`src/rtl/lcd_timing_ctrl.sv`:
```
// Panel timing sequencer: NCLK = CLK/2, GREST, HD/VD/DEN and active pixel COL/ROW, frame-boundary stop.
// Define LCD_FRAME_CNT_EN to add a 16-bit FRAME_CNT output counting FRAME_START pulses.
module lcd_timing_ctrl #(
   parameter int H_ACTIVE    = 800,
   parameter int H_FRONT     = 40,
   parameter int H_SYNC      = 1,
   parameter int H_BACK      = 215,
   parameter int V_ACTIVE    = 480,
   parameter int V_FRONT     = 10,
   parameter int V_SYNC      = 1,
   parameter int V_BACK      = 34,
   parameter int GREST_TICKS = 16
) (
   input  logic        CLK,
   input  logic        RST_n,
   input  logic        ENABLE,
   output logic        NCLK,
   output logic        GREST,
   output logic        HD,
   output logic        VD,
   output logic        DEN,
   output logic [9:0]  COL,
   output logic [8:0]  ROW,
   output logic        FRAME_START,
   output logic        BUSY
`ifdef LCD_FRAME_CNT_EN
   ,
   output logic [15:0] FRAME_CNT
`endif
);

   localparam int H_TOTAL = H_SYNC + H_BACK + H_ACTIVE + H_FRONT;
   localparam int V_TOTAL = V_SYNC + V_BACK + V_ACTIVE + V_FRONT;
   localparam int H_START = H_SYNC + H_BACK;
   localparam int V_START = V_SYNC + V_BACK;
   localparam int HW      = $clog2(H_TOTAL + 1);
   localparam int VW      = $clog2(V_TOTAL + 1);
   localparam int GW      = $clog2(GREST_TICKS + 1);

   typedef enum logic [1:0] {S_IDLE, S_RESET_WAIT, S_RUN, S_DRAIN} state_t;

   state_t        state_reg, state_next;
   logic          ph_reg;
   logic [HW-1:0] hcnt_reg, hcnt_next, hcnt_adv;
   logic [VW-1:0] vcnt_reg, vcnt_next, vcnt_adv;
   logic [GW-1:0] gcnt_reg, gcnt_next;
   logic          tick, h_last, v_last;
   logic          active_next, h_in, v_in;
   logic          hd_next, vd_next, den_next, fs_next;
   logic [9:0]    col_next;
   logic [8:0]    row_next;

   // A pixel tick is the CLK edge on which NCLK falls.
   assign tick = ph_reg;
   assign NCLK = ph_reg;
   assign BUSY = (state_reg != S_IDLE);

   always_ff @(posedge CLK or negedge RST_n) begin
      if (!RST_n) begin
         ph_reg    <= 1'b0;
         state_reg <= S_IDLE;
         hcnt_reg  <= '0;
         vcnt_reg  <= '0;
         gcnt_reg  <= '0;
      end else begin
         ph_reg <= ~ph_reg;
         if (tick) begin
            state_reg <= state_next;
            hcnt_reg  <= hcnt_next;
            vcnt_reg  <= vcnt_next;
            gcnt_reg  <= gcnt_next;
         end
      end
   end

   always_comb begin
      h_last     = (hcnt_reg == HW'(H_TOTAL - 1));
      v_last     = (vcnt_reg == VW'(V_TOTAL - 1));
      hcnt_adv   = h_last ? '0 : hcnt_reg + HW'(1);
      vcnt_adv   = vcnt_reg;
      if (h_last) begin
         vcnt_adv = v_last ? '0 : vcnt_reg + VW'(1);
      end
      state_next = state_reg;
      hcnt_next  = hcnt_reg;
      vcnt_next  = vcnt_reg;
      gcnt_next  = gcnt_reg;
      case (state_reg)
         S_IDLE: begin
            hcnt_next = '0;
            vcnt_next = '0;
            gcnt_next = '0;
            if (ENABLE) state_next = S_RESET_WAIT;
         end
         S_RESET_WAIT: begin
            if (!ENABLE) begin
               state_next = S_IDLE;
               gcnt_next  = '0;
            end else if (gcnt_reg == GW'(GREST_TICKS - 1)) begin
               state_next = S_RUN;
               gcnt_next  = '0;
               hcnt_next  = '0;
               vcnt_next  = '0;
            end else begin
               gcnt_next = gcnt_reg + GW'(1);
            end
         end
         S_RUN: begin
            hcnt_next = hcnt_adv;
            vcnt_next = vcnt_adv;
            // Stopping on the very last tick of a frame skips DRAIN entirely.
            if (!ENABLE) state_next = (h_last && v_last) ? S_IDLE : S_DRAIN;
         end
         default: begin
            hcnt_next = hcnt_adv;
            vcnt_next = vcnt_adv;
            if (ENABLE)                state_next = S_RUN;
            else if (h_last && v_last) state_next = S_IDLE;
         end
      endcase
   end

   // Output values are derived from the post-tick counters so they land on the same tick.
   always_comb begin
      active_next = (state_next == S_RUN) || (state_next == S_DRAIN);
      h_in        = (hcnt_next >= HW'(H_START)) && (hcnt_next < HW'(H_START + H_ACTIVE));
      v_in        = (vcnt_next >= VW'(V_START)) && (vcnt_next < VW'(V_START + V_ACTIVE));
      hd_next     = !(active_next && (hcnt_next < HW'(H_SYNC)));
      vd_next     = !(active_next && (vcnt_next < VW'(V_SYNC)));
      den_next    = active_next && h_in && v_in;
      col_next    = '0;
      row_next    = '0;
      if (den_next) begin
         col_next = 10'(hcnt_next - HW'(H_START));
         row_next = 9'(vcnt_next - VW'(V_START));
      end
      fs_next = (state_next == S_RUN) && (hcnt_next == '0) && (vcnt_next == '0);
   end

   always_ff @(posedge CLK or negedge RST_n) begin
      if (!RST_n) begin
         GREST       <= 1'b0;
         HD          <= 1'b1;
         VD          <= 1'b1;
         DEN         <= 1'b0;
         COL         <= '0;
         ROW         <= '0;
         FRAME_START <= 1'b0;
      end else begin
         FRAME_START <= tick && fs_next;
         if (tick) begin
            GREST <= active_next;
            HD    <= hd_next;
            VD    <= vd_next;
            DEN   <= den_next;
            COL   <= col_next;
            ROW   <= row_next;
         end
      end
   end

`ifdef LCD_FRAME_CNT_EN
   always_ff @(posedge CLK or negedge RST_n) begin
      if (!RST_n) begin
         FRAME_CNT <= '0;
      end else if (tick) begin
         if ((state_reg != S_IDLE) && (state_next == S_IDLE)) FRAME_CNT <= '0;
         else if (fs_next)                                    FRAME_CNT <= FRAME_CNT + 16'd1;
      end
   end
`endif

endmodule

```
`config.mk`:
```
export PLATFORM = sky130hd
export DESIGN_NAME = lcd_timing_ctrl
export DESIGN_NICKNAME = d
export VERILOG_FILES = /design/src/rtl/lcd_timing_ctrl.sv
export SDC_FILE = /design/constraint.sdc
export NUM_CORES = 1
export LEC_CHECK = 0
export ABC_AREA = 1
export ABC_CLOCK_PERIOD_IN_PS = 3100
export CORE_MARGIN = 10
export CORE_UTILIZATION = 40
export DETAILED_ROUTE_END_ITERATION = 8
export SYNTH_ARGS = -nofsm -noshare
export SYNTH_HDL_FRONTEND = slang
export SYNTH_SLANG_ARGS = --single-unit
```
`constraint.sdc`:
```
create_clock -name CLK -period 3.1 [get_ports CLK]
set_input_delay 0.62 -clock CLK [delete_from_list [all_inputs] [get_ports CLK]]
set_output_delay 0.62 -clock CLK [all_outputs]
set_load 0.01 [all_outputs]
```
======== Yosys cells after proc, flatten, opt, wreduce, memory -nomap -nowiden ========
Index checks and enable logic that the tools add are counted.
operators by class
  add/sub/neg operators ................... 5
  $lt $le $gt $ge ......................... 6
  equality and inequality tests ........... 7
  muxes and demuxes ....................... 22
  bitwise gates (word level) .............. 1
  reduce and logical (&&, ||, !) cells .... 19
operators with widths
  kind                                                                                   count
  10-bit 2-to-1 mux                                                                      5
  11-bit 2-to-1 mux                                                                      3
  11-bit one-hot mux with 2 select lines                                                 1
  10-bit one-hot mux with 2 select lines                                                 1
  2-bit 2-to-1 mux                                                                       7
  11-bit by 1-bit adder with 11-bit output (second input constant)                       1
  11-bit equality test (second input constant)                                           1
  11-bit by 8-bit greater-or-equal comparator with 1-bit output (second input constant)  1
  11-bit zero test                                                                       1
  11-bit by 1-bit < comparator with 1-bit output (second input constant)                 1
  11-bit by 10-bit < comparator with 1-bit output (second input constant)                1
  10-bit by 1-bit adder with 10-bit output (second input constant)                       1
  10-bit equality test (second input constant)                                           1
  10-bit by 6-bit greater-or-equal comparator with 1-bit output (second input constant)  1
  1-bit logical AND                                                                      10
  10-bit zero test                                                                       1
  10-bit by 1-bit < comparator with 1-bit output (second input constant)                 1
  10-bit < comparator (second input constant)                                            1
  5-bit 2-to-1 mux                                                                       2
  5-bit one-hot mux with 2 select lines                                                  1
  10-bit by 8-bit subtractor with 10-bit output (second input constant)                  1
  9-bit 2-to-1 mux                                                                       1
  9-bit by 6-bit subtractor with 9-bit output (second input constant)                    1
  2-bit equality test (second input constant)                                            3
  other kinds (10)                                                                       12
word-level totals
  register bits ........................... 53
  input bits .............................. 3

======== Depth between registers and ports, before layout ========
  depth after elaboration ................. 10
  depth in mapped cells ................... 19
  gate-level depth less buffers ........... 18

======== Worst setup path after synthesis ========
Ideal clock, no wire load.
  kind .................................... flip-flop to flip-flop
  start point ............................. register hcnt_reg[0]
  end point ............................... register COL[8]
  library setup time ...................... 0.117 ns
  data arrival time ....................... 2.421 ns
  required time ........................... 2.983 ns
  path slack .............................. 0.562 ns
  stages on the path, launching flop included .. 18
  path buffers ............................ 1
  path through ............................ dfrtp_1 > ha_1 > nand2_2 > nor2_4 > nand3_4 > nand2_4 > nand2_2 > inv_1 > o21ai_0 > ha_1 > inv_1 > nand3_4 > nor2_4 > a21oi_2 > nor2_8 > buf_12 > nand3_2 > nand2_1
between the ends
  elaborated cells on any way between the ends .. 27
RTL lines
  item                                                                                                  line  source
  start, declared                                                                                       44    logic [HW-1:0] hcnt_reg, hcnt_next, hcnt_adv;
  start signal, assigned                                                                                69    hcnt_reg <= hcnt_next;
  11-bit equality test *                                                                                77    h_last = (hcnt_reg == HW'(H_TOTAL - 1));
  10-bit 2-to-1 mux *                                                                                   81    if (h_last) begin
  10-bit one-hot mux with 2 select lines *                                                              88    case (state_reg)
  net vcnt_next[1]                                                                                      45    logic [VW-1:0] vcnt_reg, vcnt_next, vcnt_adv;
  10-bit by 6-bit greater-or-equal comparator with 1-bit output or 10-bit < comparator (tied branches)  127   v_in = (vcnt_next >= VW'(V_START)) && (vcnt_next < VW'(V_START + V_ACTIVE));
  1-bit logical AND *                                                                                   127
  1-bit logical AND *                                                                                   130   den_next = active_next && h_in && v_in;
  10-bit 2-to-1 mux *                                                                                   133   if (den_next) begin
  end signal, assigned                                                                                  156   COL <= col_next;
  end, declared                                                                                         22    output logic [9:0] COL,
The timed path passes the listed nets; every way through them passes the cells marked *.
A chain may end at the register's enable or synchronous reset.

======== Final worst setup path ========
  start point ............................. register hcnt_reg[1]
  end point ............................... register ROW[1]
between the ends
  elaborated cells on any way between the ends .. 27
RTL lines
  item                                                                                                  line  source
  11-bit equality test *                                                                                77
  10-bit 2-to-1 mux *                                                                                   81
  10-bit one-hot mux with 2 select lines *                                                              88
  net vcnt_next[1]                                                                                      45
  10-bit by 6-bit greater-or-equal comparator with 1-bit output or 10-bit < comparator (tied branches)  127
  1-bit logical AND                                                                                     127
  1-bit logical AND                                                                                     130
  9-bit 2-to-1 mux *                                                                                    133
  end signal, assigned                                                                                  157   ROW <= row_next;
  end, declared                                                                                         23    output logic [8:0] ROW,
Marked as above.

==> impl_results.md <==
* Layout net count at 556
* Cell class contributing the biggest share of worst-path delay: simple AND/OR/NAND/NOR gates
* Detailed router's first-iteration violation count at 163
* Area of the die at 0.0134 mm^2
* Static leakage at 0.00217 uW
* DIE WIDTH at 116 um
* Clock sinks at 52
* Grt total ovfl at 0
* Resized Gates After CTS at 0
* Power density over the cells at 262 mW/mm^2
* Synth async-reset ratio at 100%
* Required time of the critical path at 3.35 ns
* GPL Wtd Cong at 0.954
* Vias/cell at 5.07
* Part of the cycle the worst path needs at 92.9%
* Total clock buffers created by CTS at 5
* Highest fanout seen on the critical path at 16
* Number of synthesized flops with an enable pin at 0
* Reg-to-reg endpoint: ROW[1]
* Biggest area consumer among synthesized cells: dfrtp_1
* Die Y at 116 um
* Number of warnings issued by yosys at 0
* Max Clk Rate at 347 MHz
* Vias at 3309
* Wirelength, routed at 9.59 mm
* Worst hold-check slack at 0.284 ns
* Max FFs per register at 11
* Dominant cells by area after synthesis: dfrtp_1 34%, nand2_1 17%, nand3_1 6.9%
* Unrepaired setup endpoints after global routing: no
* Number of antenna violations at the first check in global routing at 0
* Post-DR wirelength/cell at 14.7 um
* Clock insertion delay at the later pin of the skew report at 0.31 ns
* Count of endpoints failing hold in the final timing report at 0
* Clock root buffer: clkbuf_8
* Wire length of the first global-routing pass at 16.1 mm
* Residual antenna-violating net count after detailed routing at 0
* Data arrival time of the critical path at 3.13 ns
* Max-slew violations at 0
* Share of final-layout standard cells stronger than drive strength 1 at 13.0%
* CTS H-Tree Depth at 2
* Unique cell type count in the Yosys netlist at 42
* Vias in the first global route at 3235
* Top cell type's share of synthesized area at 34.1%
* Count of maximum capacitance violations at 0
* Number of setup violations in the final report at 0
* Critical R2R Launch: hcnt_reg[1]
* Slew Limit Headroom at 60.0%
* Layout-stage area growth over the synthesis result at 13.7%
* Most instantiated library cell after synthesis: nand2_1
* Crit. End Element: flip-flop
* Dominant register cell in the synthesized netlist: dfrtp_1
* Cells after synthesis at 512
* Std cell rows at 34
* Top-level I/O count at 29
* Kind of launch point of the worst setup path: flip-flop
* Most frequent cells after synthesis: 170 x nand2_1, 54 x inv_1, 51 x nand3_1
* Reg2Reg Depth at 17
* Critical Path Slowest Stage Cell: dfrtp_1
* Slack of the worst reg-to-reg path at 0.22 ns
* Transition at the pin with the smallest max-transition slack at 0.599 ns
* Layout Skew at 0.0104 ns
* Mapped Area at 0.00367 mm^2
* Critical path buffer and inverter count at 3
* Mean post-synth cell area at 7.17 um^2
* Worst hold path class: primary input to async pin
* Critical Setup Path Class: flip-flop to flip-flop
* Net count after synthesis at 524
* DP HPWL at 7.29 mm
* Synth Register Bits at 52
* Aggregate global-route resource usage at 14.8%
* Post-CTS setup repair buffer count at 0
* Hold Buf Count CTS at 0
* Antenna cell count at 0
* Sequential cell area fraction in the yosys report at 35.5%
* Worst path max stage delay at 0.45 ns
* CTS tree: built
* Initial Utilization at 41.5%
* Critical Path, Cell by Cell: ha_1 -> nand2_2 -> nor2_4 -> nand3_4 -> nand2_4 -> nand2_2 -> inv_1 -> o21ai_0 -> buf_4 -> ha_1 -> inv_1 -> nand3_4 -> nor2_4 -> a21oi_2 -> nor2_8 -> nand3_1 -> nand2_1
* Maximum count of clock buffers along a single path at 2
* Number of port buffers at 28
* Clk pin slew, worst setup/hold paths at 0.10 ns
* TritonRoute pass-1 iters at 5
* IR Drop Worst-Case VDD at 0.000158 V
* Final total negative setup slack at 0 ns
* Largest net degree at the start of global routing at 40
* Outcome: complete, no violations
* DR DRC count at 0
* Core region area at 0.00885 mm^2
* Time the worst path needs with I/O delays and setup at 2.88 ns
## how the worst max path moves through the flow
stage                      startpoint     end  slack, ns  depth (start not counted)
final                     hcnt_reg[1]  ROW[1]       0.22                         17
after global routing      hcnt_reg[1]  COL[9]       0.02                         14
after CTS                 hcnt_reg[1]  ROW[1]       0.25                         17
after detailed placement       ENABLE     DEN       0.14                         13
after global placement         ENABLE  ROW[3]       0.21                         16
after floorplan           hcnt_reg[0]  COL[8]       0.56                         17
## metal layers
layer,GRT usage (%),routed length [um],up-vias
met5,0,0,-
met4,3.84,142,0
met3,2.53,434,8
met2,25.0,4590,66
met1,19.1,4420,1535
li1,-,-,1700
## cell type report
type | instances | area, um^2
fillers | 912 | 4670
multi-input cells | 386 | 2060
flip-flops and latches | 52 | 1300
repair buffers | 41 | 373
inverters | 58 | 218
well taps | 108 | 135
clock buffers | 6 | 72.6
clock inverters | 2 | 16.3
## layout by cell type (no fill, tap or decap), drive strengths merged, types with 2 or more instances in the layout
cell / n
a21oi: 13
buf: 14
clkbuf: 6
clkdlybuf4s50: 27
dfrtp: 50
dfstp: 2
ha: 9
inv: 58
nand2: 181
nand3: 65
nand3b: 2
nand4: 11
nor2: 45
nor3: 6
o21ai: 37
xnor2: 3
xor2: 7
## stage by stage
step	util (%)	worst slack (ns)	std cells	cell area (um^2)	power, uW
2_1_floorplan	-	0.562	512	3670	695
3_3_place_gp	46.2	0.210	645	4090	713
3_5_place_dp	46.2	0.136	645	4090	713
4_1_cts	47.2	0.247	653	4180	1120
5_1_grt	47.2	0.0215	653	4180	1150
6_report	47.2	0.219	653	4180	1100
## cells by family (layout without fill, tap and decap cells)
| family | count (synthesis) | after routing | share of synthesized area (%) |
|---|---|---|---|
| buffers and inverters | 74 | 107 | 8.48 |
| XOR/XNOR | 10 | 10 | 2.38 |
| AND/OR/NAND/NOR | 314 | 314 | 42.1 |
| flip-flops | 52 | 52 | 35.5 |
| AO/OA/AOI/OAI | 53 | 53 | 8.45 |
| adder cells (fa/ha/maj) | 9 | 9 | 3.07 |
## power by group
part / switching (uW) / internal [uW]
combinational: 16.3 / 3.37
clock: 235 / 161
sequential: 0.326 / 679
total: 252 / 843
Note: power is estimated with default switching activity, not from simulation.
